**config.mk**
```make
export PLATFORM = sky130hd
export DESIGN_NAME = axis_route_sel_sync_flat
export DESIGN_NICKNAME = d
export VERILOG_FILES = /design/src/rtl/axis_route_pkg.sv /design/src/rtl/axis_route_sel_sync_if.sv /design/src/rtl/axis_skid_buf.sv /design/src/rtl/axis_route_sel_sync.sv /design/src/flat_wrapper.sv
export SDC_FILE = /design/constraint.sdc
export NUM_CORES = 1
export LEC_CHECK = 0
export CAP_MARGIN = 20
export CORE_MARGIN = 5
export CORE_UTILIZATION = 43
export CTS_CLUSTER_DIAMETER = 30
export CTS_CLUSTER_SIZE = 16
export DETAILED_ROUTE_END_ITERATION = 8
export PLACE_DENSITY = 0.7
export SLEW_MARGIN = 30
export SYNTH_ARGS = -nofsm -noshare
export SYNTH_HDL_FRONTEND = slang
export SYNTH_SLANG_ARGS = --single-unit
export TNS_END_PERCENT = 10
```
**constraint.sdc**
```tcl
create_clock -name aclk -period 11.4 [get_ports aclk]
set_clock_uncertainty 0.1 [all_clocks]
set_input_delay 1.71 -clock aclk [delete_from_list [all_inputs] [get_ports aclk]]
set_output_delay 1.71 -clock aclk [all_outputs]
set_load 0.01 [all_outputs]
```
**src/rtl/axis_route_pkg.sv**
```systemverilog
// Shared constants and types for the route-select stage in front of the 1x2 switch.
package axis_route_pkg;

  localparam logic [1:0] ROUTE_NONE = 2'b00;
  localparam logic [1:0] ROUTE_M0   = 2'b01;
  localparam logic [1:0] ROUTE_M1   = 2'b10;
  localparam logic [1:0] ROUTE_BOTH = 2'b11;

  typedef enum logic [0:0] {
    WAIT_SOF = 1'b0,
    PASS     = 1'b1
  } state_t;

  // Stored beat: data + user + last + strb + keep + id + dest + 2-bit route tag
  function automatic int payload_w(input int dataw);
    return dataw + 1 + 1 + (dataw / 8) + (dataw / 8) + 1 + 1 + 2;
  endfunction

endpackage

```
**src/rtl/axis_route_sel_sync_if.sv**
```systemverilog
// AXI-Stream bundle used on both sides of the route-select stage.
// Handshake: a beat transfers on a clock edge where tvalid and tready are both
// high; the master holds tvalid and all payload fields stable until that edge,
// and tvalid never depends combinationally on tready.
interface axis_route_sel_sync_if #(
  parameter int DATAW = 24
);
  localparam int KW = DATAW / 8;

  logic [DATAW-1:0] tdata;
  logic             tvalid;
  logic             tready;
  logic             tuser;
  logic             tlast;
  logic [KW-1:0]    tstrb;
  logic [KW-1:0]    tkeep;
  logic             tid;
  logic             tdest;

  modport master (
    output tdata, tvalid, tuser, tlast, tstrb, tkeep, tid, tdest,
    input  tready
  );

  modport slave (
    input  tdata, tvalid, tuser, tlast, tstrb, tkeep, tid, tdest,
    output tready
  );

endinterface

```
**src/rtl/axis_skid_buf.sv**
```systemverilog
// Generic 2-entry register slice over a flat payload vector.
// in_ready_o is registered and means "not full"; output is a registered head.
module axis_skid_buf #(
  parameter int PW = 8
) (
  input  logic          aclk,
  input  logic          areset,
  input  logic          in_valid_i,
  output logic          in_ready_o,
  input  logic [PW-1:0] in_data_i,
  output logic          out_valid_o,
  input  logic          out_ready_i,
  output logic [PW-1:0] out_data_o
);

  logic [PW-1:0] mem_q [2];
  logic          rd_ptr_q;
  logic          wr_ptr_q;
  logic [1:0]    count_q;
  logic [1:0]    count_d;
  logic          ready_q;
  logic          push;
  logic          pop;

  assign push = in_valid_i & ready_q;
  assign pop  = (count_q != 2'd0) & out_ready_i;

  // Occupancy next-state; simultaneous push and pop leaves it unchanged
  always_comb begin
    count_d = count_q;
    case ({push, pop})
      2'b10:   count_d = count_q + 2'd1;
      2'b01:   count_d = count_q - 2'd1;
      default: count_d = count_q;
    endcase
  end

  // Storage, pointers, occupancy and the registered not-full flag
  always_ff @(posedge aclk or posedge areset) begin
    if (areset) begin
      mem_q[0] <= '0;
      mem_q[1] <= '0;
      rd_ptr_q <= 1'b0;
      wr_ptr_q <= 1'b0;
      count_q  <= 2'd0;
      ready_q  <= 1'b0;
    end else begin
      if (push) begin
        mem_q[wr_ptr_q] <= in_data_i;
        wr_ptr_q        <= ~wr_ptr_q;
      end
      if (pop) begin
        rd_ptr_q <= ~rd_ptr_q;
      end
      count_q <= count_d;
      ready_q <= (count_d != 2'd2);
    end
  end

  assign in_ready_o  = ready_q;
  assign out_valid_o = (count_q != 2'd0);
  assign out_data_o  = mem_q[rd_ptr_q];

endmodule

```
**src/rtl/axis_route_sel_sync.sv**
```systemverilog
// Route-select stage: tags each beat with a route that only changes at SOF,
// drops pre-sync and unrouted beats, and drives the switch enables per beat.
module axis_route_sel_sync
  import axis_route_pkg::*;
#(
  parameter int DATAW = 24,
  parameter int CNTW  = 16
) (
  input  logic                     aclk,
  input  logic                     areset,
  input  logic [1:0]               route_req,
  output logic [1:0]               route_cur,
  output logic                     route_pend,
  axis_route_sel_sync_if.slave     s_axis,
  axis_route_sel_sync_if.master    m_axis,
  output logic                     m0_en,
  output logic                     m1_en,
  output logic [CNTW-1:0]          frame_cnt,
  output logic [CNTW-1:0]          drop_cnt,
  output logic                     state_dbg
);

  localparam int KW = DATAW / 8;
  localparam int PW = payload_w(DATAW);

  state_t          state_q, state_d;
  logic [1:0]      route_cur_q, route_cur_d;
  logic [CNTW-1:0] frame_cnt_q, frame_cnt_d;
  logic [CNTW-1:0] drop_cnt_q, drop_cnt_d;

  logic            buf_in_ready;
  logic            buf_out_valid;
  logic [PW-1:0]   in_pl;
  logic [PW-1:0]   out_pl;
  logic [1:0]      out_tag;
  logic            accept;
  logic            sof;
  logic            wr;
  logic [1:0]      eff_route;

  assign accept    = s_axis.tvalid & buf_in_ready;
  assign sof       = s_axis.tuser;
  // An SOF beat is tagged with the route sampled in its own cycle
  assign eff_route = (accept & sof) ? route_req : route_cur_q;
  assign in_pl     = {eff_route, s_axis.tdest, s_axis.tid, s_axis.tkeep,
                      s_axis.tstrb, s_axis.tlast, s_axis.tuser, s_axis.tdata};

  // Write decision plus route/state/counter next-state
  always_comb begin
    wr          = accept & ((state_q == PASS) | sof) & (eff_route != ROUTE_NONE);
    state_d     = state_q;
    route_cur_d = route_cur_q;
    frame_cnt_d = frame_cnt_q;
    drop_cnt_d  = drop_cnt_q;
    if (accept & sof) begin
      state_d     = PASS;
      route_cur_d = route_req;
    end
    if (wr & sof & (frame_cnt_q != '1)) begin
      frame_cnt_d = frame_cnt_q + CNTW'(1);
    end
    if (accept & ~wr & (drop_cnt_q != '1)) begin
      drop_cnt_d = drop_cnt_q + CNTW'(1);
    end
  end

  // Route FSM and saturating counters
  always_ff @(posedge aclk or posedge areset) begin
    if (areset) begin
      state_q     <= WAIT_SOF;
      route_cur_q <= ROUTE_NONE;
      frame_cnt_q <= '0;
      drop_cnt_q  <= '0;
    end else begin
      state_q     <= state_d;
      route_cur_q <= route_cur_d;
      frame_cnt_q <= frame_cnt_d;
      drop_cnt_q  <= drop_cnt_d;
    end
  end

  axis_skid_buf #(.PW(PW)) u_buf (
    .aclk        (aclk),
    .areset      (areset),
    .in_valid_i  (wr),
    .in_ready_o  (buf_in_ready),
    .in_data_i   (in_pl),
    .out_valid_o (buf_out_valid),
    .out_ready_i (m_axis.tready),
    .out_data_o  (out_pl)
  );

  assign s_axis.tready = buf_in_ready;
  assign m_axis.tvalid = buf_out_valid;
  assign m_axis.tdata  = out_pl[DATAW-1:0];
  assign m_axis.tuser  = out_pl[DATAW];
  assign m_axis.tlast  = out_pl[DATAW+1];
  assign m_axis.tstrb  = out_pl[DATAW+2 +: KW];
  assign m_axis.tkeep  = out_pl[DATAW+2+KW +: KW];
  assign m_axis.tid    = out_pl[DATAW+2+2*KW];
  assign m_axis.tdest  = out_pl[DATAW+3+2*KW];
  assign out_tag       = out_pl[PW-1 -: 2];

  // Enables follow the head beat's tag; with nothing buffered they show the live route
  assign {m1_en, m0_en} = buf_out_valid ? out_tag : route_cur_q;

  assign route_cur  = route_cur_q;
  assign route_pend = (route_req != route_cur_q);
  assign frame_cnt  = frame_cnt_q;
  assign drop_cnt   = drop_cnt_q;
  assign state_dbg  = (state_q == PASS);

endmodule
```
**src/flat_wrapper.sv**
```systemverilog
// flat-port wrapper written by rule: the top's interface ports become plain ports
module axis_route_sel_sync_flat import axis_route_pkg::*;
#(
  parameter int DATAW = 24,
  parameter int CNTW  = 16
)
  (aclk, areset, route_req, route_cur, route_pend, m0_en, m1_en, frame_cnt, drop_cnt, state_dbg, s_axis_tdata, s_axis_tvalid, s_axis_tuser, s_axis_tlast, s_axis_tstrb, s_axis_tkeep, s_axis_tid, s_axis_tdest, s_axis_tready, m_axis_tdata, m_axis_tvalid, m_axis_tuser, m_axis_tlast, m_axis_tstrb, m_axis_tkeep, m_axis_tid, m_axis_tdest, m_axis_tready);
  axis_route_sel_sync_if #(.DATAW(DATAW)) s_axis_i ();
  axis_route_sel_sync_if #(.DATAW(DATAW)) m_axis_i ();
  input  logic aclk;
  input  logic areset;
  input  logic [1:0] route_req;
  output logic [1:0] route_cur;
  output logic route_pend;
  output logic m0_en;
  output logic m1_en;
  output logic [CNTW-1:0] frame_cnt;
  output logic [CNTW-1:0] drop_cnt;
  output logic state_dbg;
  input wire logic [$bits(s_axis_i.tdata)-1:0] s_axis_tdata;
  input wire logic [$bits(s_axis_i.tvalid)-1:0] s_axis_tvalid;
  input wire logic [$bits(s_axis_i.tuser)-1:0] s_axis_tuser;
  input wire logic [$bits(s_axis_i.tlast)-1:0] s_axis_tlast;
  input wire logic [$bits(s_axis_i.tstrb)-1:0] s_axis_tstrb;
  input wire logic [$bits(s_axis_i.tkeep)-1:0] s_axis_tkeep;
  input wire logic [$bits(s_axis_i.tid)-1:0] s_axis_tid;
  input wire logic [$bits(s_axis_i.tdest)-1:0] s_axis_tdest;
  output wire logic [$bits(s_axis_i.tready)-1:0] s_axis_tready;
  output wire logic [$bits(m_axis_i.tdata)-1:0] m_axis_tdata;
  output wire logic [$bits(m_axis_i.tvalid)-1:0] m_axis_tvalid;
  output wire logic [$bits(m_axis_i.tuser)-1:0] m_axis_tuser;
  output wire logic [$bits(m_axis_i.tlast)-1:0] m_axis_tlast;
  output wire logic [$bits(m_axis_i.tstrb)-1:0] m_axis_tstrb;
  output wire logic [$bits(m_axis_i.tkeep)-1:0] m_axis_tkeep;
  output wire logic [$bits(m_axis_i.tid)-1:0] m_axis_tid;
  output wire logic [$bits(m_axis_i.tdest)-1:0] m_axis_tdest;
  input wire logic [$bits(m_axis_i.tready)-1:0] m_axis_tready;
  assign s_axis_i.tdata = s_axis_tdata;
  assign s_axis_i.tvalid = s_axis_tvalid;
  assign s_axis_i.tuser = s_axis_tuser;
  assign s_axis_i.tlast = s_axis_tlast;
  assign s_axis_i.tstrb = s_axis_tstrb;
  assign s_axis_i.tkeep = s_axis_tkeep;
  assign s_axis_i.tid = s_axis_tid;
  assign s_axis_i.tdest = s_axis_tdest;
  assign s_axis_tready = s_axis_i.tready;
  assign m_axis_tdata = m_axis_i.tdata;
  assign m_axis_tvalid = m_axis_i.tvalid;
  assign m_axis_tuser = m_axis_i.tuser;
  assign m_axis_tlast = m_axis_i.tlast;
  assign m_axis_tstrb = m_axis_i.tstrb;
  assign m_axis_tkeep = m_axis_i.tkeep;
  assign m_axis_tid = m_axis_i.tid;
  assign m_axis_tdest = m_axis_i.tdest;
  assign m_axis_i.tready = m_axis_tready;
  axis_route_sel_sync #(.DATAW(DATAW), .CNTW(CNTW)) u_core (.aclk(aclk), .areset(areset), .route_req(route_req), .route_cur(route_cur), .route_pend(route_pend), .s_axis(s_axis_i), .m_axis(m_axis_i), .m0_en(m0_en), .m1_en(m1_en), .frame_cnt(frame_cnt), .drop_cnt(drop_cnt), .state_dbg(state_dbg));
endmodule
```
==> reports/metrics.yaml, run 1 <==
timing:
  min_period_ps: 4760
  setup_slack_ps: 6640
  rsz0062_at_grt: "no"
  setup_violations: 0
  tightest_slew_ps: 914
  maxSlewViolCount: 0
  fin_setup_tns_ps: 0
  fin_hold_ws_ps: 384
  finalHoldViolations: 0
  fmax_mhz: 210
  fin_crit_sh: 0.417
  max_slew_margin: 0.390
clocking:
  clk_latency_ps: 350
  cts_setup_buffers: 0
  cts_buffers: 9
  clock_sinks: 112
  tritoncts: "yes"
  cts_max_path_buffers: 2
  ctsRootBufferMaster: "clkbuf_16"
  postCtsHoldBufs: 0
  htreeDepth: 3
  cts_resized: 0
  path_clk_slew_ps: 60
drt:
  viasPerCell: 5.25
  vias: 3345
  met2_wirelength_um: 5350
  first_pass_iters: 4
  routedWlPerCell_um: 17.2
  drc: 0
  routed_wl_um: 11000
  wl_met1_um: 4980
  drtIter0Drc: 122
  ant_nets: 0
  dr_wl_met3_um: 488
  top_layer_used: "met4"
pwr:
  p_total_w: 0.00177
  powerDensity_mw_per_mm2: 260
  vdd.ir_drop.worst_mv: 0.104
  p_leak_nw: 2.93
synthesis:
  ys_seq_elements: 112
  synth_edf_count: 0
  synth-seq-area-share: 0.535
  synth_cell_type_count: 43
  avgSynthCellArea_um2: 13.9
  syn_nets: 419
  ys.flop_type: "dfrtp_1"
  syn_area_mm2: 0.00524
  synth_warnings: 0
  syn-instance-count: 376
  async_flop_share: 1.00
global_route:
  overflow: 0
  gr-usage-all-layers: 0.156
  grt_start_max_net_pins: 64
  grt_pass1_wl_um: 18100
  antenna_found_initial: 0
  grt_pass1_vias: 3511
die:
  pin_count: 114
  design.die.area_mm2: 0.0145
  fp.dieW_um: 120
  rows: 40
  core_area_mm2: 0.0120
  die_h_um: 120
  start_util: 0.438
critical_path:
  crit_path_end: "route_pend"
  cp.required_ps: 9590
  reg2reg_depth: 5
  r2r_end: "u_core.drop_cnt[1]"
  cp-start-kind: "input pin"
  critPathKind: "in2out"
  arrival_ps: 2950
  r2r-start: "u_core.drop_cnt[0]"
  critPathMaxFanout: 4
  end_kind: "output pin"
  r2r_slack_ps: 9160
  startpoint: "route_req[0]"
placed_design:
  dp_slack_ps: 6640
  gp_congestion: 0.795
  dp_hpwl_um: 7380
  io_buffers: 113
min_path:
  min-delay-path-class: "reg2reg"
status:
  outcome: "finished, final reports clean"
layout:
  final_common_cell: "clkdlybuf4s50_1"
  drive_gt1_frac: 0.222
  final_cell_mix: "clkdlybuf4s50_1, dfrtp_1, mux2_2"
  nFillCells: 1004
  area_delta_synth_final_pct: 29.6
  post-route-util: 0.568
  fin_nets: 528
  diodes: 0
run:
  drv_cap: 0
worst max-delay path, stage by stage:
cell and delay (ps):
clkdlybuf4s50_1 490, xnor2_1 160, nand2_1 70, clkdlybuf4s50_1 530
final cells by class:
| class | count | area, um^2 | area share |
|---|---|---|---|
| clock buffers | 12 | 236 | 0.0348 |
| clock inverters | 4 | 70.1 | 0.0103 |
| inverters | 2 | 10.0 | 0.00147 |
| multi-input cells | 245 | 2340 | 0.345 |
| flip-flops and latches | 112 | 2800 | 0.413 |
| well taps | 147 | 184 | 0.0271 |
| repair buffers | 115 | 1150 | 0.169 |
cell usage after synthesis, types with 2 or more instances:
cell type / instances / area [um^2]
dfrtp_1: 112 / 2800
and4_1: 5 / 43.8
buf_2: 9 / 45.0
ha_1: 3 / 37.5
a31oi_1: 2 / 12.5
mux2i_1: 2 / 20.0
o21ai_2: 2 / 17.5
o21ai_1: 2 / 10.0
o2111ai_1: 3 / 26.3
nand2_1: 11 / 41.3
mux2_1: 32 / 360
and3_1: 2 / 12.5
nor4_2: 4 / 50.1
nand3_1: 13 / 65.1
nand4_1: 6 / 37.5
nor2_1: 9 / 33.8
buf_6: 4 / 45.0
clkbuf_1: 3 / 11.3
xor2_1: 26 / 228
mux2_2: 48 / 541
inv_1: 2 / 7.51
a21oi_1: 2 / 10.0
mux2_4: 30 / 450
xnor2_1: 10 / 87.6
nand3_2: 2 / 20.0
nor3_1: 10 / 50.1
nor4_1: 3 / 18.8
o211ai_1: 2 / 15.0
and2_1: 2 / 12.5
nand2b_1: 2 / 12.5
per-stage QoR:
stage                     instance area, um^2  instances
after floorplan                          5240        376
final                                    6790        637
after detailed placement                 6470        621
after CTS                                6780        637
after global placement                   6470        621
after global routing                     6790        637
where the power goes:
group,internal (W),total (W),switching (W)
registers,0.000558,0.000688,0.000130
logic,0.000485,0.000748,0.000263
clock network,0.000192,0.000330,0.000137
total,0.00124,0.00177,0.000531
sequential cells by signal, indices dropped and copies added (netlist names):
signal	flops
u_core.u_buf.mem_q	72
u_core.drop_cnt	16
u_core.u_buf.count_q	2
u_core.route_cur	2
u_core.u_buf.wr_ptr_q	1
u_core.u_buf.rd_ptr_q	1
u_core.state_dbg	1
u_core.frame_cnt	16
u_core.u_buf.in_ready_o	1
cell families after synthesis:
group,after synthesis,synth area share
buffers and inverters,19,0.0222
and+or+nand+nor,77,0.0905
AOI/OAI and AO/OA,17,0.0236
DFF,112,0.535
adders and majority gates,3,0.00716
xor gates and xnor gates,36,0.0602
muxes,112,0.262
how the worst min path moves through the flow:
stage                                       start                 endpoint  slack (ps)  cells after the start
after detailed placement   u_core.u_buf.mem_q[24]   u_core.u_buf.mem_q[24]         380                      1
after global routing      u_core.u_buf.count_q[1]  u_core.u_buf.count_q[1]         400                      1
final                      u_core.u_buf.mem_q[24]   u_core.u_buf.mem_q[24]         380                      1
after global placement     u_core.u_buf.mem_q[18]   u_core.u_buf.mem_q[18]         370                      1
after floorplan           u_core.u_buf.count_q[1]  u_core.u_buf.count_q[1]         350                      1
after CTS                  u_core.u_buf.mem_q[24]   u_core.u_buf.mem_q[24]         390                      1
layer usage:
layer	GRT usage	vias up
met5	0	-
met4	0.0531	0
met3	0.0393	8
met2	0.248	71
met1	0.209	1699
li1	-	1567
Power figures use the tool's default switching activity.
==> inputs of run 2 (changes only) <==
==> constraint.sdc (replaced) <==
create_clock -name aclk -period 4.8 [get_ports aclk]
set_clock_uncertainty 0.1 [all_clocks]
set_input_delay 0.72 -clock aclk [delete_from_list [all_inputs] [get_ports aclk]]
set_output_delay 0.72 -clock aclk [all_outputs]
set_load 0.01 [all_outputs]
==> run 2 against run 1 <==
Against the previous run: routed wire length grew 1.7%; worst setup slack lost 5000 ps; hold slack gained 1.7 ps; sequential power grew 140%; critical path depth shrank 1; largest cell class unchanged; design area grew 0.28%.
==> reports/metrics.yaml, run 2 (synthesis gave the netlist of run 1 again) <==
status:
  outcome: "finished, final reports clean"
clocking:
  cts_buffers: 9  # unchanged
  clk_latency_ps: 350  # about the same
  ctsRootBufferMaster: "clkbuf_16"
  htreeDepth: 3  # unchanged
  path_clk_slew_ps: 70  # about the same
  cts_setup_buffers: 0  # unchanged
  postCtsHoldBufs: 0  # unchanged
  cts_max_path_buffers: 2  # unchanged
  clock_sinks: 112  # unchanged
  tritoncts: "yes"
  cts_resized: 0  # unchanged
critical_path:
  critPathMaxFanout: 37  # +33
  arrival_ps: 2290  # -660 ps
  end_kind: "output pin"
  cp.required_ps: 3980  # -5610 ps
  r2r-start: "u_core.route_cur[1]"
  reg2reg_depth: 5  # unchanged
  r2r_slack_ps: 2330  # -6830 ps
  cp-start-kind: "flip-flop"
  r2r_end: "u_core.u_buf.mem_q[44]"
  critPathKind: "reg2out"
die:
  fp.dieW_um: 120  # unchanged
  rows: 40  # unchanged
  pin_count: 114  # unchanged
  die_h_um: 120  # unchanged
  design.die.area_mm2: 0.0145  # unchanged
  core_area_mm2: 0.0120  # unchanged
  start_util: 0.438  # unchanged
placed_design:
  dpl_cell_area_mm2: 0.00648  # +0.12%
  dp_hpwl_um: 7600  # +3.0%
  dp_slack_ps: 1410  # -5230 ps
  gp_congestion: 0.768  # -3.5%
  io_buffers: 113  # unchanged
timing:
  max_slew_margin: 0.371  # -0.0199
  maxSlewViolCount: 0  # unchanged
  fmax_mhz: 322
  setup_violations: 0  # unchanged
  min_period_ps: 3110
  rsz0062_at_grt: "no"
  setup_slack_ps: 1690  # -4950 ps
  tightest_slew_ps: 944  # +29.8 ps
  finalHoldViolations: 0  # unchanged
  fin_setup_tns_ps: 0  # unchanged
  fin_crit_sh: 0.648
global_route:
  grt_pass1_vias: 3605  # +2.7%
  grt_pass1_wl_um: 18500  # +2.4%
  overflow: 0  # unchanged
  gr-usage-all-layers: 0.160  # +0.00391
  grt_start_max_net_pins: 43  # -33%
  antenna_found_initial: 0  # unchanged
layout:
  regMostFlops: "u_core.u_buf.mem_q"
  final_common_cell: "clkdlybuf4s50_1"
  nFillCells: 984  # -2.0%
  largest_register_ffs: 72  # unchanged
  fin_nets: 530  # +0.38%
  seq_area_mm2: 0.00280  # unchanged
  final_cell_mix: "clkdlybuf4s50_1, dfrtp_1, mux2_2"
  drive_gt1_frac: 0.232  # +0.00926
  multi_input_area_mm2: 0.00233  # -0.32%
  area_delta_synth_final_pct: 29.9
  final_cell_area_mm2: 0.00681  # +0.28%
  diodes: 0  # unchanged
drt:
  vias: 3343  # -0.060%
  viasPerCell: 5.23  # -0.37%
  ant_nets: 0  # unchanged
  routedWlPerCell_um: 17.5  # +1.4%
  first_pass_iters: 4  # unchanged
  routed_wl_um: 11200  # +1.7%
  drtIter0Drc: 141  # +16%
  drc: 0  # unchanged
pwr:
  p_clk_frac: 0.186  # about the same
  power.switching_w: 0.00127  # +140%
  p_int_w: 0.00293  # +140%
  p_seq_frac: 0.389  # about the same
  p_sw_frac: 0.303  # +0.00230
  p_leak_nw: 2.94  # +0.44%
  powerDensity_mw_per_mm2: 617  # +140%
  vdd.ir_drop.worst_mv: 0.376  # +260%
  combPwrFrac: 0.425  # about the same
run:
  drv_cap: 0  # unchanged
min_path:
  hold-path-endpoint: "u_core.u_buf.count_q[1]"
  min-delay-path-class: "reg2reg"
  hp-start: "u_core.u_buf.count_q[1]"
  min_path_cells: 1  # unchanged
-- run 2: cell types whose count changed in the layout (fill, tap and decap cells not counted), sizes merged --
cell      before  now
clkinvlp       0    1
buf            2    4
bufinv         2    1
-- run 2: worst max-delay path by stage --
stage / startpoint / endpoint / cells after the start
CTS: u_core.u_buf.rd_ptr_q / m1_en / 3
global route: u_core.u_buf.rd_ptr_q / m1_en / 3
detailed placement: s_axis_tuser / u_core.u_buf.mem_q[37] / 6
finish: u_core.u_buf.rd_ptr_q / m1_en / 3
floorplan: areset / u_core.drop_cnt[0] / 1
global placement: s_axis_tuser / u_core.u_buf.mem_q[43] / 6
-- run 2: critical path, stage by stage, from the launching register on --
cell	delay [ps]
dfrtp_2	990
mux2i_1	180
a21oi_1	210
clkdlybuf4s50_1	560
-- run 2: cell type report --
cell class,instances,share of cell area
flip-flops and latches,112,0.412
inverters,2,0.00147
well taps,147,0.0270
multi-input cells,245,0.343
repair buffers,117,0.171
clock buffers,12,0.0391
clock inverters,4,0.00753
-- run 2: power by group through the flow --
| stage | registers [W] | clock network (W) | logic (W) |
|---|---|---|---|
| final | 0.00163 | 0.000781 | 0.00179 |
| after global routing | 0.00169 | 0.000843 | 0.00192 |
| after CTS | 0.00163 | 0.000803 | 0.00182 |
| after detailed placement | 0.00165 | 0 | 0.00181 |
| after global placement | 0.00163 | 0 | 0.00177 |
| after floorplan | 0.00153 | 0 | 0.00110 |
-- run 2: through the flow --
stage	hold slack, ps	std cells	total power, W	utilization
after CTS	389	639	0.00426	0.569
after detailed placement	375	623	0.00345	0.542
after global placement	367	623	0.00341	0.542
after floorplan	351	376	0.00263	-
final	386	639	0.00420	0.569
after global routing	405	639	0.00446	0.569
-- run 2: layer usage --
metal	up-vias	global-route usage	wire length (um)
met1	1675	0.211	5090
met5	-	0	0
met4	0	0.0453	157
li1	1579	-	-
met3	13	0.0505	499
met2	76	0.256	5410
